**config.mk**
```make
export PLATFORM = sky130hd
export DESIGN_NAME = inc_rr_scheduler
export DESIGN_NICKNAME = d
export VERILOG_FILES = /design/src/rtl/inc_rr_scheduler_pkg.sv /design/src/rtl/inc_stage.sv /design/src/rtl/inc_rr_scheduler.sv
export SDC_FILE = /design/constraint.sdc
export NUM_CORES = 1
export LEC_CHECK = 0
export ABC_AREA = 1
export BUFFER_PORTS_ARGS = -buffer_cell sky130_fd_sc_hd__buf_2
export CORE_MARGIN = 1.5
export CORE_UTILIZATION = 40
export DETAILED_ROUTE_END_ITERATION = 8
export PLACE_DENSITY = 0.72
export SETUP_SLACK_MARGIN = 0.02
export SLEW_MARGIN = 20
export SYNTH_ARGS = -nofsm -noshare
export SYNTH_HDL_FRONTEND = slang
export SYNTH_HIERARCHICAL = 1
export SYNTH_SLANG_ARGS = --single-unit
```
**constraint.sdc**
```tcl
create_clock -name clk -period 5.62 [get_ports clk]
set_input_delay 0.843 -clock clk [delete_from_list [all_inputs] [get_ports clk]]
set_output_delay 0.843 -clock clk [all_outputs]
set_load 0.03 [all_outputs]
```
**src/rtl/inc_rr_scheduler_pkg.sv**
```systemverilog
// Shared types and constants for the round-robin increment scheduler.
// FSM encoding, default parameters and index-width helper.
package inc_rr_scheduler_pkg;

    typedef enum logic [1:0] {
        IDLE = 2'd0,
        EXEC = 2'd1,
        RESP = 2'd2
    } state_t;

    localparam int DEF_WIDTH     = 8;
    localparam int DEF_NREQ      = 4;
    localparam int DEF_INCREMENT = 5;

    function automatic int idx_width(input int n);
        return (n <= 2) ? 1 : $clog2(n);
    endfunction

endpackage

```
**src/rtl/inc_stage.sv**
```systemverilog
// Shared constant-increment datapath stage.
// Registers din + INCREMENT (wrapping) when enabled.
module inc_stage #(
    parameter int WIDTH     = 8,
    parameter int INCREMENT = 5
) (
    input  logic             clk,
    input  logic             rst,
    input  logic             en,
    input  logic [WIDTH-1:0] din,
    output logic [WIDTH-1:0] dout
);

    localparam logic [WIDTH-1:0] INC = WIDTH'(INCREMENT);

    // Result register; carry out of the top bit is dropped.
    always_ff @(posedge clk or negedge rst) begin
        if (!rst) begin
            dout <= '0;
        end else if (en) begin
            dout <= din + INC;
        end
    end

endmodule

```
**src/rtl/inc_rr_scheduler.sv**
```systemverilog
// Round-robin scheduler sharing one increment stage among NREQ clients.
// One operation in flight: IDLE grants, EXEC computes, RESP returns.
module inc_rr_scheduler
    import inc_rr_scheduler_pkg::*;
#(
    parameter int WIDTH     = DEF_WIDTH,
    parameter int NREQ      = DEF_NREQ,
    parameter int INCREMENT = DEF_INCREMENT,
    localparam int IDW      = idx_width(NREQ)
) (
    input  logic                 clk,
    input  logic                 rst,
    input  logic [NREQ-1:0]      req_valid,
    output logic [NREQ-1:0]      req_ready,
    input  logic [NREQ*WIDTH-1:0] req_data,
    output logic                 rsp_valid,
    input  logic                 rsp_ready,
    output logic [WIDTH-1:0]     rsp_data,
    output logic [IDW-1:0]       rsp_id,
    output logic                 busy
);

    state_t           state;
    logic [IDW-1:0]   last_grant;
    logic [IDW-1:0]   id;
    logic [IDW-1:0]   grant_idx;
    logic [IDW-1:0]   cand;
    logic             grant_found;
    logic [WIDTH-1:0] operand;

    // Pick the first valid requester after the last grant, with wrap.
    always_comb begin
        grant_found = 1'b0;
        grant_idx   = '0;
        cand        = '0;
        for (int k = 1; k <= NREQ; k++) begin
            cand = IDW'((int'(last_grant) + k) % NREQ);
            if (!grant_found && req_valid[cand]) begin
                grant_found = 1'b1;
                grant_idx   = cand;
            end
        end
    end

    // One-hot ready, only while idle and out of reset.
    always_comb begin
        req_ready = '0;
        if (rst && state == IDLE && grant_found) begin
            req_ready[grant_idx] = 1'b1;
        end
    end

    // Sequencer: grant, run the shared stage, hold the response.
    always_ff @(posedge clk or negedge rst) begin
        if (!rst) begin
            state      <= IDLE;
            last_grant <= IDW'(NREQ - 1);
            id         <= '0;
            operand    <= '0;
            rsp_valid  <= 1'b0;
            busy       <= 1'b0;
        end else begin
            unique case (state)
                IDLE: begin
                    if (grant_found) begin
                        operand    <= req_data[int'(grant_idx)*WIDTH +: WIDTH];
                        id         <= grant_idx;
                        last_grant <= grant_idx;
                        state      <= EXEC;
                        busy       <= 1'b1;
                    end
                end
                EXEC: begin
                    state     <= RESP;
                    rsp_valid <= 1'b1;
                end
                RESP: begin
                    if (rsp_ready) begin
                        rsp_valid <= 1'b0;
                        state     <= IDLE;
                        busy      <= 1'b0;
                    end
                end
                default: begin
                    state     <= IDLE;
                    rsp_valid <= 1'b0;
                    busy      <= 1'b0;
                end
            endcase
        end
    end

    inc_stage #(
        .WIDTH     (WIDTH),
        .INCREMENT (INCREMENT)
    ) u_inc_stage (
        .clk  (clk),
        .rst  (rst),
        .en   (state == EXEC),
        .din  (operand),
        .dout (rsp_data)
    );

    assign rsp_id = id;

endmodule

```
* Word-level counts from Yosys, hierarchy flattened *
Index checks and enable logic that the tools add are counted.

word-level totals
  register bits after elaboration = 24
  input port bits = 39
  logic and storage cells = 65

cells by class
  add/sub/neg operators = 5
  order comparisons = 6
  eq/ne operators = 4
  shifts and indexed selects = 1
  mux-type cells = 26
  bitwise operators = 2
  reduce and logical (&&, ||, !) cells = 14

operators by type and width
  cell                   number
  $shiftx A32 B6 Y8      1
  $lt A2 B3 Y1 const B   5
  $mux W2                6
  $mux W1                11
  $add A8 B3 Y8 const B  1
  $bmux W1 S2            4
  $logic_and A1 B1 Y1    6
  $pmux W1 S3            2
  $pmux W2 S3            1
  $reduce_and A2 Y1      3
  $add A2 B1 Y2 const B  2
  $add A2 B2 Y2 const B  2
  $mux W4                1
  $ne A2 B2 Y1 const B   2
  $logic_not A1 Y1       3
  $reduce_and A3 Y1      1
  $demux W1 S2           1
  $eq A2 B1 Y1 const B   1
  $eq A2 B2 Y1 const B   1
  $ge A2 B1 Y1 const B   1
  $logic_not A2 Y1       1
  $not A1 Y1             2

* Longest topological paths before layout *
  word-level depth = 18
  mapped depth = 16
  depth with buffers taken out = 14

* Modules after synthesis *
The synthesis kept the hierarchy.

by module, submodules not included
  module            instances  cells each  area an instance (um^2)
  inc_rr_scheduler  1          213         1361.3
  inc_stage         1          60          439.2

* Worst setup path after synthesis *
No wires, ideal clock.

  path type = input to output
  from = input req_valid[1]
  to = output req_ready[2]
  arrival time = 2.314 ns
  setup slack = 2.463 ns
  stages = 9
  buffers on the path = 1
  path through = nand2_1 nand3_1 nand2_2 and2_4 nand3_1 nand3_1 buf_4 nand2_1 nor3_1

on the way
  word-level cells in the longest chain between the ends = 17
  elaborated cells between the ends (all ways) = 29
  those cells by class = 2 x order compare; 19 x mux; 8 x reduce/logical

RTL lines
  what                                                                line                    RTL
  from (decl)                                                         inc_rr_scheduler.sv:13  input logic [NREQ-1:0] req_valid,
  $bmux W1 S2                                                         inc_rr_scheduler.sv:38  if (!grant_found && req_valid[cand]) begin
  $mux W1 (not written as such)                                       inc_rr_scheduler.sv:38
  $mux W1                                                             inc_rr_scheduler.sv:38
  $logic_not A1 Y1                                                    inc_rr_scheduler.sv:38
  $logic_and A1 B1 Y1                                                 inc_rr_scheduler.sv:38
  $mux W1                                                             inc_rr_scheduler.sv:38
  $logic_not A1 Y1                                                    inc_rr_scheduler.sv:38
  $logic_and A1 B1 Y1                                                 inc_rr_scheduler.sv:38
  $mux W1                                                             inc_rr_scheduler.sv:38
  $logic_not A1 Y1                                                    inc_rr_scheduler.sv:38
  $logic_and A1 B1 Y1                                                 inc_rr_scheduler.sv:38
  $mux W2                                                             inc_rr_scheduler.sv:38
  $lt A2 B3 Y1 (not written as such) or $ge A2 B1 Y1 (tied branches)  inc_rr_scheduler.sv:49  req_ready[grant_idx] = 1'b1;
  $logic_and A1 B1 Y1 (not written as such)                           inc_rr_scheduler.sv:49
  $mux W1 (not written as such)                                       inc_rr_scheduler.sv:49
  $demux W1 S2                                                        inc_rr_scheduler.sv:49
  $mux W4 *                                                           inc_rr_scheduler.sv:48  if (rst && state == IDLE && grant_found) begin
  to (decl)                                                           inc_rr_scheduler.sv:14  output logic [NREQ-1:0] req_ready,

Mark *: on every way between the ends. The rest lies on a longest branch, timed or not. The select of a mux whose other input is x is not followed.

* Worst setup path in the final report *
  from = register last_grant[0]
  to = output req_ready[2]

on the way
  word-level cells in the longest chain between the ends = 18
  elaborated cells between the ends (all ways) = 33
  those cells by class = 4 x add/sub; 2 x order compare; 19 x mux; 8 x reduce/logical

RTL lines
  what                                                                line                    RTL
  from (decl)                                                         inc_rr_scheduler.sv:24  logic [IDW-1:0] last_grant;
  from (signal assigned)                                              inc_rr_scheduler.sv:57  last_grant <= IDW'(NREQ - 1);
  from (signal assigned)                                              inc_rr_scheduler.sv:68  last_grant <= grant_idx;
  $add A2 B1 Y2                                                       inc_rr_scheduler.sv:37  cand = IDW'((int'(last_grant) + k) % NREQ);
  $bmux W1 S2                                                         inc_rr_scheduler.sv:38
  $mux W1 (not written as such)                                       inc_rr_scheduler.sv:38
  $mux W1                                                             inc_rr_scheduler.sv:38
  $logic_not A1 Y1                                                    inc_rr_scheduler.sv:38
  $logic_and A1 B1 Y1                                                 inc_rr_scheduler.sv:38
  $mux W1                                                             inc_rr_scheduler.sv:38
  $logic_not A1 Y1                                                    inc_rr_scheduler.sv:38
  (+2 left out)                                                       --
  $logic_not A1 Y1                                                    inc_rr_scheduler.sv:38
  $logic_and A1 B1 Y1                                                 inc_rr_scheduler.sv:38
  $mux W2                                                             inc_rr_scheduler.sv:38
  $lt A2 B3 Y1 (not written as such) or $ge A2 B1 Y1 (tied branches)  inc_rr_scheduler.sv:49
  $logic_and A1 B1 Y1 (not written as such)                           inc_rr_scheduler.sv:49
  $mux W1 (not written as such)                                       inc_rr_scheduler.sv:49
  $demux W1 S2                                                        inc_rr_scheduler.sv:49
  $mux W4 *                                                           inc_rr_scheduler.sv:48

Marked as above.

==> results.toml <==
[yosys]
ys_seq_area_share_pct = 33.50
syn-num-nets = 313
avgSynthCellArea_um2 = 6.595
yosys.cell_types.count = 30
netlist_instances = 273
yosys_warnings = 6
yosys_register_bits = 24
syn_area_um2 = 1800

[clock_tree]
cts_hold_buf = 0
cts_buffer_depth = 2
cts_resized = 0
path_clk_slew_ps = 80
htreeDepth = 1
numClockSinks = 24
numCtsBuffers = 3
root_buffer = "clkbuf_8"
clock_latency_ps = 260
cts_setup_buffers = 0
cts_tree = "built"

[setup_path]
arrival_ps = 2550
cp_slowest_cell = "dfstp_2"
setup.worst_path.start = "last_grant[0]"
rrSetupSlack_ps = 3450
startpoint_type = "flop"
crit_path_cell_trace = "nand2_1 > nand3_1 > nand2_2 > and2_4 > nand3_1 > nand2_2 > inv_1 > nand2_1 > nor3_1 > buf_2"
r2r-start = "last_grant[0]"
cp_max_fo = 13
cpPeakStageDelay_ps = 680
path_buf_inv = 2
end_kind = "output port"
cp_top_family = "simple AND/OR/NAND/NOR gates"
cp.required_ps = 4780
crit_type = "flop to output port"

[routing]
drt_first_pass_iters = 4
wl_met1_um = 1877
wl_per_cell_um = 10.21
drc_errors = 0
ant_nets = 0
drt-initial-drc-count = 58
top_layer_used = "met4"
wl_met2_um = 1753
routed-wl-met3_um = 132
drt_wl_total_um = 3829
vias = 1751
vias_per_cell = 4.669

[grt]
grt-ovfl-total = 0
grt_pass1_wl_um = 6872
grt_util_all_layers_pct = 16.49
grt_max_degree = 26
antenna_found_initial = 0
grt_pass1_vias = 1634

[timing]
setup_viol = 0
hold_viol = 0
grt_setup_unrepaired = "no"
min_period_ps = 3393
fin_worst_skew_ps = 8.094
final.period_utilization_pct = 60.37
worst_slew_pin_slew_ps = 534.9
drv_slew = 0
timing.fmax_ghz = 0.2947
max_slew_margin_pct = 64.34
fin_tns_setup_ps = 0

[die]
rows = 24
die_width_um = 70.09
die_y_um = 70.09
ios = 55
die-area_um2 = 4913
core_area_um2 = 4354
start_util_pct = 41.35

[run]
drv_cap = 0

[layout]
fillers = 456
layout.nets = 364
diodes = 0
drive_above_1_share_pct = 29.10
area_growth_pct = 17.10

[status]
status = "completed"

[placement]
dpl.hpwl_um = 2997
portBuffers = 54
gp_congestion = 0.8166

[worst_hold_path]
hp-class = "flop to flop"
hold_path_startpoint = "u_inc_stage/dout[5]"

[pwr]
peakVddDrop_v = 0.0002928
p_total_mw = 1.390
total_leakage_power_nw = 1.277
powerDensity_nw_per_um2 = 659.4
[cell usage after synthesis (all sizes together)]
cell type,instances,share of area (%)
buf,8,4.0
nand4,1,0.35
nor3,4,1.7
inv,47,9.9
nor2,9,2.6
nand3,45,13
o21ai,8,2.2
nand2,118,28
dfstp,2,2.9
a31oi,1,0.35
ha,1,0.69
a21oi,2,0.56
or2,1,0.35
dfrtp,22,31
nor4,1,0.69
o21bai,2,1.0
and2,1,0.49
[sequential cells by signal (all words and copies together), names as in the netlist]
| register | cells |
|---|---|
| rsp_valid | 1 |
| operand | 8 |
| last_grant | 2 |
| busy | 1 |
| u_inc_stage/dout | 8 |
| state | 2 |
| rsp_id | 2 |
[worst paths after layout]
kind,end,cells past startpoint
hold reg to reg,u_inc_stage/dout[5],2
hold / removal,u_inc_stage/dout[5],2
setup reg to reg,operand[0],12
max in group asynchronous,last_grant[0],1
setup / recovery,req_ready[2],10
min in group asynchronous,u_inc_stage/dout[2],1
[cells by family after synthesis]
kind of cell,synth area share [%]
compound gates,4.169
fa+ha+maj,0.6948
simple gates,47.67
flops,33.50
buf+inv,13.97
[worst reg2reg max path: cells and delay by family (launching register included)]
kind                   cells  cell delay (ps)
buffers and inverters      1              100
DFF                        1              680
and+or+nand+nor           11             1280
[stage by stage]
step	std cells	utilization (%)	worst slack [ps]	hold WS (ps)	instance area [µm²]
6_report	375	48.42	2227	478.5	2108
5_1_grt	375	48.42	1976	512.9	2108
4_1_cts	375	48.42	2203	486.0	2108
3_5_place_dp	371	47.39	2267	463.3	2063
3_3_place_gp	371	47.39	2328	456.8	2063
2_1_floorplan	273	-	2463	471.2	1800
[cells in the final DEF, fill, tap and decap left out, drive strengths merged, types with 2 or more instances in the layout]
master  count
nor2        9
nand2     118
o21bai      2
nand3      45
clkbuf      4
o21ai       8
nor3        4
dfstp       2
a21oi       2
buf        54
inv        47
dfrtp      22
[where the power goes]
group | total [mW] | internal [mW] | switching [mW]
logic | 0.942 | 0.294 | 0.648
clock network | 0.102 | 0.0506 | 0.0511
registers | 0.347 | 0.268 | 0.0781
[routing by layer]
metal / track usage, % / vias up
li1: - / 939
met1: 21.42 / 763
met2: 29.10 / 41
met3: 1.299 / 8
met4: 5.128 / 0
met5: 0 / -
[layout make-up]
| type | instances | area [µm²] | area share (%) |
|---|---|---|---|
| clock buffers | 4 | 45.04 | 2.137 |
| inverters | 47 | 178.9 | 8.487 |
| multi-input cells | 194 | 945.9 | 44.87 |
| flip-flops and latches | 24 | 603.1 | 28.61 |
| well taps | 52 | 65.06 | 3.086 |
| repair buffers | 54 | 270.3 | 12.82 |
Power figures use the tool's default switching activity.
